--- src/rtl/neo_result_reader.sv ---
// Read side of the NEO output memory: tracks unread words, reads them from a
// synchronous RAM and streams them out through a 2-entry skid buffer with a spike flag.
module neo_result_reader #(
   parameter int unsigned N  = 8,
   parameter int unsigned M  = 16,
   parameter int unsigned CW = 16
) (
   input  logic                 Clk,
   input  logic                 reset,
   input  logic                 wr_strobe,
   output logic [$clog2(M)-1:0] raddr,
   output logic                 rd_en,
   input  logic [N-1:0]         rdata,
   input  logic [N-1:0]         thresh,
   output logic [N-1:0]         out_data,
   output logic                 out_spike,
   output logic                 out_valid,
   input  logic                 out_ready,
   output logic                 overflow,
   output logic [CW-1:0]        spike_cnt
);

   localparam int unsigned AW = $clog2(M);

   logic [AW:0]   count_q, count_d;
   logic [AW-1:0] raddr_q, raddr_d;
   logic          inflight_q;
   logic [1:0]    buf_cnt_q, buf_cnt_d;
   logic [N-1:0]  head_data_q, head_data_d, tail_data_q, tail_data_d;
   logic          head_spike_q, head_spike_d, tail_spike_q, tail_spike_d;
   logic          overflow_q, overflow_d;
   logic [CW-1:0] spike_cnt_q, spike_cnt_d;

   logic          pop, issue, cap_spike;
   logic [1:0]    kept;

   always_comb begin
      pop       = (buf_cnt_q != 2'd0) && out_ready;
      kept      = buf_cnt_q - {1'b0, pop};
      // Slot freed by this cycle's pop counts as free so a full stream keeps 1 word/cycle.
      issue     = (count_q != '0) && ((kept + {1'b0, inflight_q}) < 2'd2);
      cap_spike = (rdata >= thresh);

      count_d    = count_q;
      overflow_d = overflow_q;
      if (wr_strobe && !issue) begin
         if (count_q == (AW+1)'(M)) overflow_d = 1'b1;
         else                       count_d    = count_q + (AW+1)'(1);
      end else if (!wr_strobe && issue) begin
         count_d = count_q - (AW+1)'(1);
      end

      raddr_d = issue ? raddr_q + AW'(1) : raddr_q;

      buf_cnt_d    = kept + {1'b0, inflight_q};
      head_data_d  = head_data_q;
      head_spike_d = head_spike_q;
      tail_data_d  = tail_data_q;
      tail_spike_d = tail_spike_q;
      if (pop && (buf_cnt_q == 2'd2)) begin
         head_data_d  = tail_data_q;
         head_spike_d = tail_spike_q;
      end
      if (inflight_q) begin
         if (kept == 2'd0) begin
            head_data_d  = rdata;
            head_spike_d = cap_spike;
         end else begin
            tail_data_d  = rdata;
            tail_spike_d = cap_spike;
         end
      end

      spike_cnt_d = spike_cnt_q;
      if (pop && head_spike_q && (spike_cnt_q != '1))
         spike_cnt_d = spike_cnt_q + CW'(1);
   end

   always_ff @(posedge Clk or posedge reset) begin
      if (reset) begin
         count_q      <= '0;
         raddr_q      <= '0;
         inflight_q   <= 1'b0;
         buf_cnt_q    <= '0;
         head_data_q  <= '0;
         head_spike_q <= 1'b0;
         tail_data_q  <= '0;
         tail_spike_q <= 1'b0;
         overflow_q   <= 1'b0;
         spike_cnt_q  <= '0;
      end else begin
         count_q      <= count_d;
         raddr_q      <= raddr_d;
         inflight_q   <= issue;
         buf_cnt_q    <= buf_cnt_d;
         head_data_q  <= head_data_d;
         head_spike_q <= head_spike_d;
         tail_data_q  <= tail_data_d;
         tail_spike_q <= tail_spike_d;
         overflow_q   <= overflow_d;
         spike_cnt_q  <= spike_cnt_d;
      end
   end

   assign raddr     = raddr_q;
   assign rd_en     = issue;
   assign out_data  = head_data_q;
   assign out_spike = head_spike_q;
   assign out_valid = (buf_cnt_q != 2'd0);
   assign overflow  = overflow_q;
   assign spike_cnt = spike_cnt_q;

endmodule

--- config.mk ---
export PLATFORM = sky130hd
export DESIGN_NAME = neo_result_reader
export DESIGN_NICKNAME = d
export VERILOG_FILES = /design/src/rtl/neo_result_reader.sv
export SDC_FILE = /design/constraint.sdc
export NUM_CORES = 1
export LEC_CHECK = 0
export CAP_MARGIN = 20
export CORE_MARGIN = 2
export CORE_UTILIZATION = 55
export DETAILED_ROUTE_END_ITERATION = 16
export GPL_TIMING_DRIVEN = 1
export HOLD_SLACK_MARGIN = 0.06
export MAX_ROUTING_LAYER = met4
export PLACE_DENSITY_LB_ADDON = 0.12
export SYNTH_ARGS = -nofsm -noshare
export SYNTH_HDL_FRONTEND = slang
export SYNTH_SLANG_ARGS = --single-unit
--- constraint.sdc ---
create_clock -name Clk -period 5.9 [get_ports Clk]
set_input_delay 1.18 -clock Clk [delete_from_list [all_inputs] [get_ports Clk]]
set_output_delay 1.18 -clock Clk [all_outputs]
set_load 0.1 [all_outputs]
=== Word level (Yosys, flattened, before mapping) ===
Cells that the tools add are included.

* Register bits: 47
* Input bits: 20
* Output and inout bits: 32
* Word-level logic and storage cells: 48

* $add $sub $neg: 6
* Magnitude comparators: 2
* Eq/ne operators: 4
* Muxes and demuxes: 9
* Bitwise operators: 1
* Reductions and logical operators: 16

{| class="wikitable"
|+ Operators with widths
! kind !! number
|-
| two-way mux 8 bit || 3
|-
| adder 16 x 1 -> 16 bit, second input constant || 1
|-
| inequality test 16 bit, second input constant || 1
|-
| two-way mux 5 bit || 3
|-
| >= comparator 8 bit || 1
|-
| logical AND 1 bit || 7
|-
| AND reduction 2 bit || 3
|-
| adder 5 x 1 -> 5 bit, second input constant || 1
|-
| == test 5 bit, second input constant || 1
|-
| nonzero test 5 bit || 1
|-
| subtractor 5 x 1 -> 5 bit, second input constant || 1
|-
| adder 4 x 1 -> 4 bit, second input constant || 1
|-
| nonzero test 2 bit || 2
|-
| two-way mux 1 bit || 3
|-
| adder 2 x 1 -> 2 bit || 1
|-
| == test 2 bit, second input constant || 1
|-
| zero test 1 bit || 2
|-
| zero test 2 bit || 1
|-
| less-than comparator 2 bit, second input constant || 1
|-
| inequality test 2 bit, second input constant || 1
|-
| subtractor 2 x 1 -> 2 bit || 1
|-
| inverter 1 bit || 1
|}

=== Longest topological paths before layout ===
* Depth after elaboration: 10
* Gate-level depth with buffers: 14
* Mapped depth without buffers: 13

=== Worst setup path after synthesis ===
No wires, ideal clock.

* Path kind: input port to output port
* Start point: input port out_ready
* End point: output port rd_en
* Arrival: 3.006 ns
* Path slack: 1.714 ns
* Stages: 6
* Cells stage by stage: and2_1 ha_1 inv_1 ha_1 xor3_2 nor2_2

* Cells in the longest elaborated chain, start to end: 5

{| class="wikitable"
|+ RTL lines
! item !! line !! source
|-
| start: declaration || 18 || <nowiki>input logic out_ready,</nowiki>
|-
| logical AND 1 bit || 38 || <nowiki>pop = (buf_cnt_q != 2'd0) && out_ready;</nowiki>
|-
| subtractor 2 x 1 -> 2 bit || 39 || <nowiki>kept = buf_cnt_q - {1'b0, pop};</nowiki>
|-
| adder 2 x 1 -> 2 bit || 41 || <nowiki>issue = (count_q != '0) && ((kept + {1'b0, inflight_q}) < 2'd2);</nowiki>
|-
| less-than comparator 2 bit || 41 ||
|-
| logical AND 1 bit || 41 ||
|-
| end: declaration || 12 || <nowiki>output logic rd_en,</nowiki>
|}

Every way passes these cells.

=== Worst setup path after layout ===
Same ends and word-level chain as after synthesis.

==> metrics.log <==
INFO  metric grt_first_pass_wirelength = 8550 um
INFO  metric detailedRoute.firstPassIterationCount = 4
INFO  metric globalRouteTotalUtil = 0.218
INFO  metric synth_compound_area_frac = 0.107
INFO  metric clock_tree.root_cell = sky130_fd_sc_hd__clkbuf_8
INFO  metric hold_slack = 475 ps
INFO  metric via_per_inst = 5.60
INFO  metric post-dp-hpwl = between 3000 and 4000 um
INFO  metric final_net_count = 322
INFO  metric regToRegStartpoint = buf_cnt_q[1]
INFO  metric worst_slew_margin_rel = 0.345
INFO  metric globalRouteMet2Util = 0.337
INFO  metric most_frequent_standard_cell_in_the_layout_excluding_fill_and_tap_cells = sky130_fd_sc_hd__clkdlybuf4s50_1
INFO  metric cts_tree = yes
INFO  metric final_max_slew_viol_count = 0
INFO  metric min_period_over_period = 0.761
INFO  metric synth_fa_ha_area_frac = 0.0821
INFO  metric drc = 0
INFO  metric fillerInstances = roughly 330
INFO  metric hold_endpoint = overflow
INFO  metric ff2ff_setup_slack = between 2000 and 2500 ps
INFO  metric floorplan.core_area = 4380 um^2
INFO  metric final_layout_size_suffix_gt1_frac = 0.118
INFO  metric timing.setup.critical_path_class = in2out
INFO  metric ys_seq_elements = 47
INFO  metric cts_made_buffers = 5
INFO  metric routed_wl = 5010 um
INFO  metric core.rowCount = 24
INFO  metric total_clock_sinks = 47
INFO  metric yosys.area_share.simple = 0.144
INFO  metric synth_async_sr_flop_share = 1.00
INFO  metric cpPeakStageDelay = around 440 ps
INFO  metric number_of_enable_type_register_cells_in_the_synthesized_netlist = 0
INFO  metric worst_pin_slew = between 900 and 1000 ps
INFO  metric max_clock_freq = 223 MHz
INFO  metric post-route-min-period = 4490 ps
INFO  metric grt_start_max_net_pins = 48
INFO  metric hold_path_depth = 1
INFO  metric number_of_ports_placed_on_the_die_boundary = 52
INFO  metric clk_lat_worst_skew = 300 ps
INFO  metric worstSetupEndpointType = output port
INFO  metric yosysSeqAreaShare = 0.465
INFO  metric drt_iter0_drc = 92
INFO  metric met3_routing_resource_usage_after_global_routing = 0.0619
INFO  metric overall_die_height = 71.8 um
INFO  metric port_buffers = 51
INFO  metric postCtsResizedCells = 0
INFO  metric parity_gate_share_of_the_synthesized_area_counting_xor_and_xnor_cells = 0.0861
INFO  metric post_synth_num_cell_types = 47
INFO  metric unrepaired_setup_endpoints_after_global_routing = false
INFO  metric gp_routability_congestion = 0.852
INFO  metric overflow = 0
INFO  metric rr_endpoint = count_q[4]
INFO  metric outcome = finished clean
INFO  metric hold_viol_final = 0
INFO  metric initial_utilization = 0.577
INFO  metric synthToLayoutAreaGrowth = 26.5%
INFO  metric ctsHoldBuffers = 0
INFO  metric timing.critical_path.slowest_stage_cell = sky130_fd_sc_hd__clkdlybuf4s50_1
INFO  metric synth.net_count = 268
INFO  metric worstPathRequired = 4720 ps
INFO  metric finalSetupViolations = 0
INFO  metric netlist_area = between 2000 and 3000 um^2
INFO  metric clock_skews = 5.01 ps
INFO  metric clkTransAtPathRegs = 80 ps
INFO  metric die_x = 71.8 um
INFO  metric critPathArrivalTime = 3310 ps
INFO  metric timing.critical_path.from_type = primary input
INFO  metric timing.max_cap.violations = 0
INFO  metric max-clock-path-buffers = 2
INFO  metric crit_path_cell_trace = clkdlybuf4s50_1, and2_1, ha_1, inv_1, ha_1, xor3_2, nor2_2, buf_4
INFO  metric worst_r2r_path_depth = 13
INFO  metric postSynth.topFlopCell = sky130_fd_sc_hd__dfrtp_1
INFO  metric synth_cells = 232
INFO  metric number_of_global_route_vias_before_repair = 1916
INFO  metric layout_common_cells = 50 x sky130_fd_sc_hd__clkdlybuf4s50_1, 47 x sky130_fd_sc_hd__dfrtp_1, 19 x sky130_fd_sc_hd__xnor2_1
INFO  metric synth_top_family_by_area = simple AND/OR/NAND/NOR gates
INFO  metric die_outline_area = roughly 5200 um^2
INFO  metric diodes = 0
INFO  metric post-cts-setup-buffers = 0
INFO  metric ys_warn_count = 0
INFO  metric synth.mux.area_fraction = 0.0841
INFO  metric cp_common_cell = sky130_fd_sc_hd__ha_1
INFO  metric worst_hold_path_type = reg2reg
INFO  metric gr-usage-met1 = 0.275
INFO  metric wl_per_cell = 14.8 um
INFO  metric worst_setup_sp = out_ready
INFO  metric h-tree-depth = 2
INFO  metric avgSynthCellArea = ~11 um^2
INFO  metric total_via_count_after_detailed_routing = between 1500 and 2000
INFO  metric setup_tns = 0 ps
INFO  metric postLayoutCoreUtil = 0.730
INFO  metric busiest_layer = met2
INFO  metric detail-route-antenna-nets = 0
INFO  metric antenna_found_initial = 0
INFO  metric min_from = overflow
INFO  metric cp_max_fo = 12
[cell families after synthesis]
logic type               count (synthesis)
AND/OR/NAND/NOR                         66
AO/OA/AOI/OAI                           41
multiplexers                            20
buffers and inverters                   19
XOR/XNOR                                23
flip-flops                              47
adder cells (fa/ha/maj)                 16
[area by class of cell]
type                            count  area, um^2  share of cell area
Clock buffer                        7        96.3              0.0301
Clock inverter                      1        7.51             0.00235
Inverter                           14        52.6              0.0164
Multi-Input combinational cell    166        1270               0.398
Sequential cell                    47        1180               0.368
Tap cell                           52        65.1              0.0203
Timing Repair Buffer               52         528               0.165
[routing by layer]
layer  vias up  part of all wire
li1        928                 -
met1       910              0.46
met2        52              0.47
met3         9             0.057
met4         0             0.014
met5         -                 0
[cells in the mapped netlist (3+ instances only)]
cell type,instances,area [um^2]
sky130_fd_sc_hd__dfrtp_1,47,1180
sky130_fd_sc_hd__a21o_1,3,22.5
sky130_fd_sc_hd__inv_1,14,52.6
sky130_fd_sc_hd__clkbuf_1,3,11.3
sky130_fd_sc_hd__and3_1,5,31.3
sky130_fd_sc_hd__a21oi_1,13,65.1
sky130_fd_sc_hd__nor2_2,3,18.8
sky130_fd_sc_hd__mux2i_1,10,100
sky130_fd_sc_hd__mux2_2,10,113
sky130_fd_sc_hd__and4_1,3,26.3
sky130_fd_sc_hd__ha_1,15,188
sky130_fd_sc_hd__and2_1,3,18.8
sky130_fd_sc_hd__o21ai_0,6,30.0
sky130_fd_sc_hd__nor2_1,13,48.8
sky130_fd_sc_hd__nand3_1,13,65.1
sky130_fd_sc_hd__xor2_1,3,26.3
sky130_fd_sc_hd__nand2_1,13,48.8
sky130_fd_sc_hd__xnor2_1,19,166
[critical path: cells and delay by family]
kind | cells | cell delay (ps)
xor+xnor | 1 | 380
buf+inv | 3 | 850
fa+ha+maj | 2 | 450
simple gates | 2 | 450
[registers in the layout (all words and copies together), names as in the netlist]
register      cells
count_q           5
out_data          8
overflow          1
spike_cnt        16
raddr             4
inflight_q        1
buf_cnt_q         2
tail_spike_q      1
tail_data_q       8
out_spike         1
[through the flow]
stage	setup WS (ps)	instance area, um^2	cells
final	1410	3200	339
after global routing	1270	3200	339
after CTS	1400	3180	338
after detailed placement	1420	3080	330
after global placement	1450	3080	330
after floorplan	1710	2530	232
[worst max-delay path by stage]
stage | endpoint | slack, ps | depth (start not counted)
global route | rd_en | 1270 | 8
global placement | rd_en | 1450 | 8
floorplan | rd_en | 1710 | 6
finish | rd_en | 1410 | 8
CTS | rd_en | 1400 | 8
detailed placement | rd_en | 1420 | 8
Power is not shown: default switching activity piles up to over one toggle a cycle in this logic, so the estimate is an artifact.
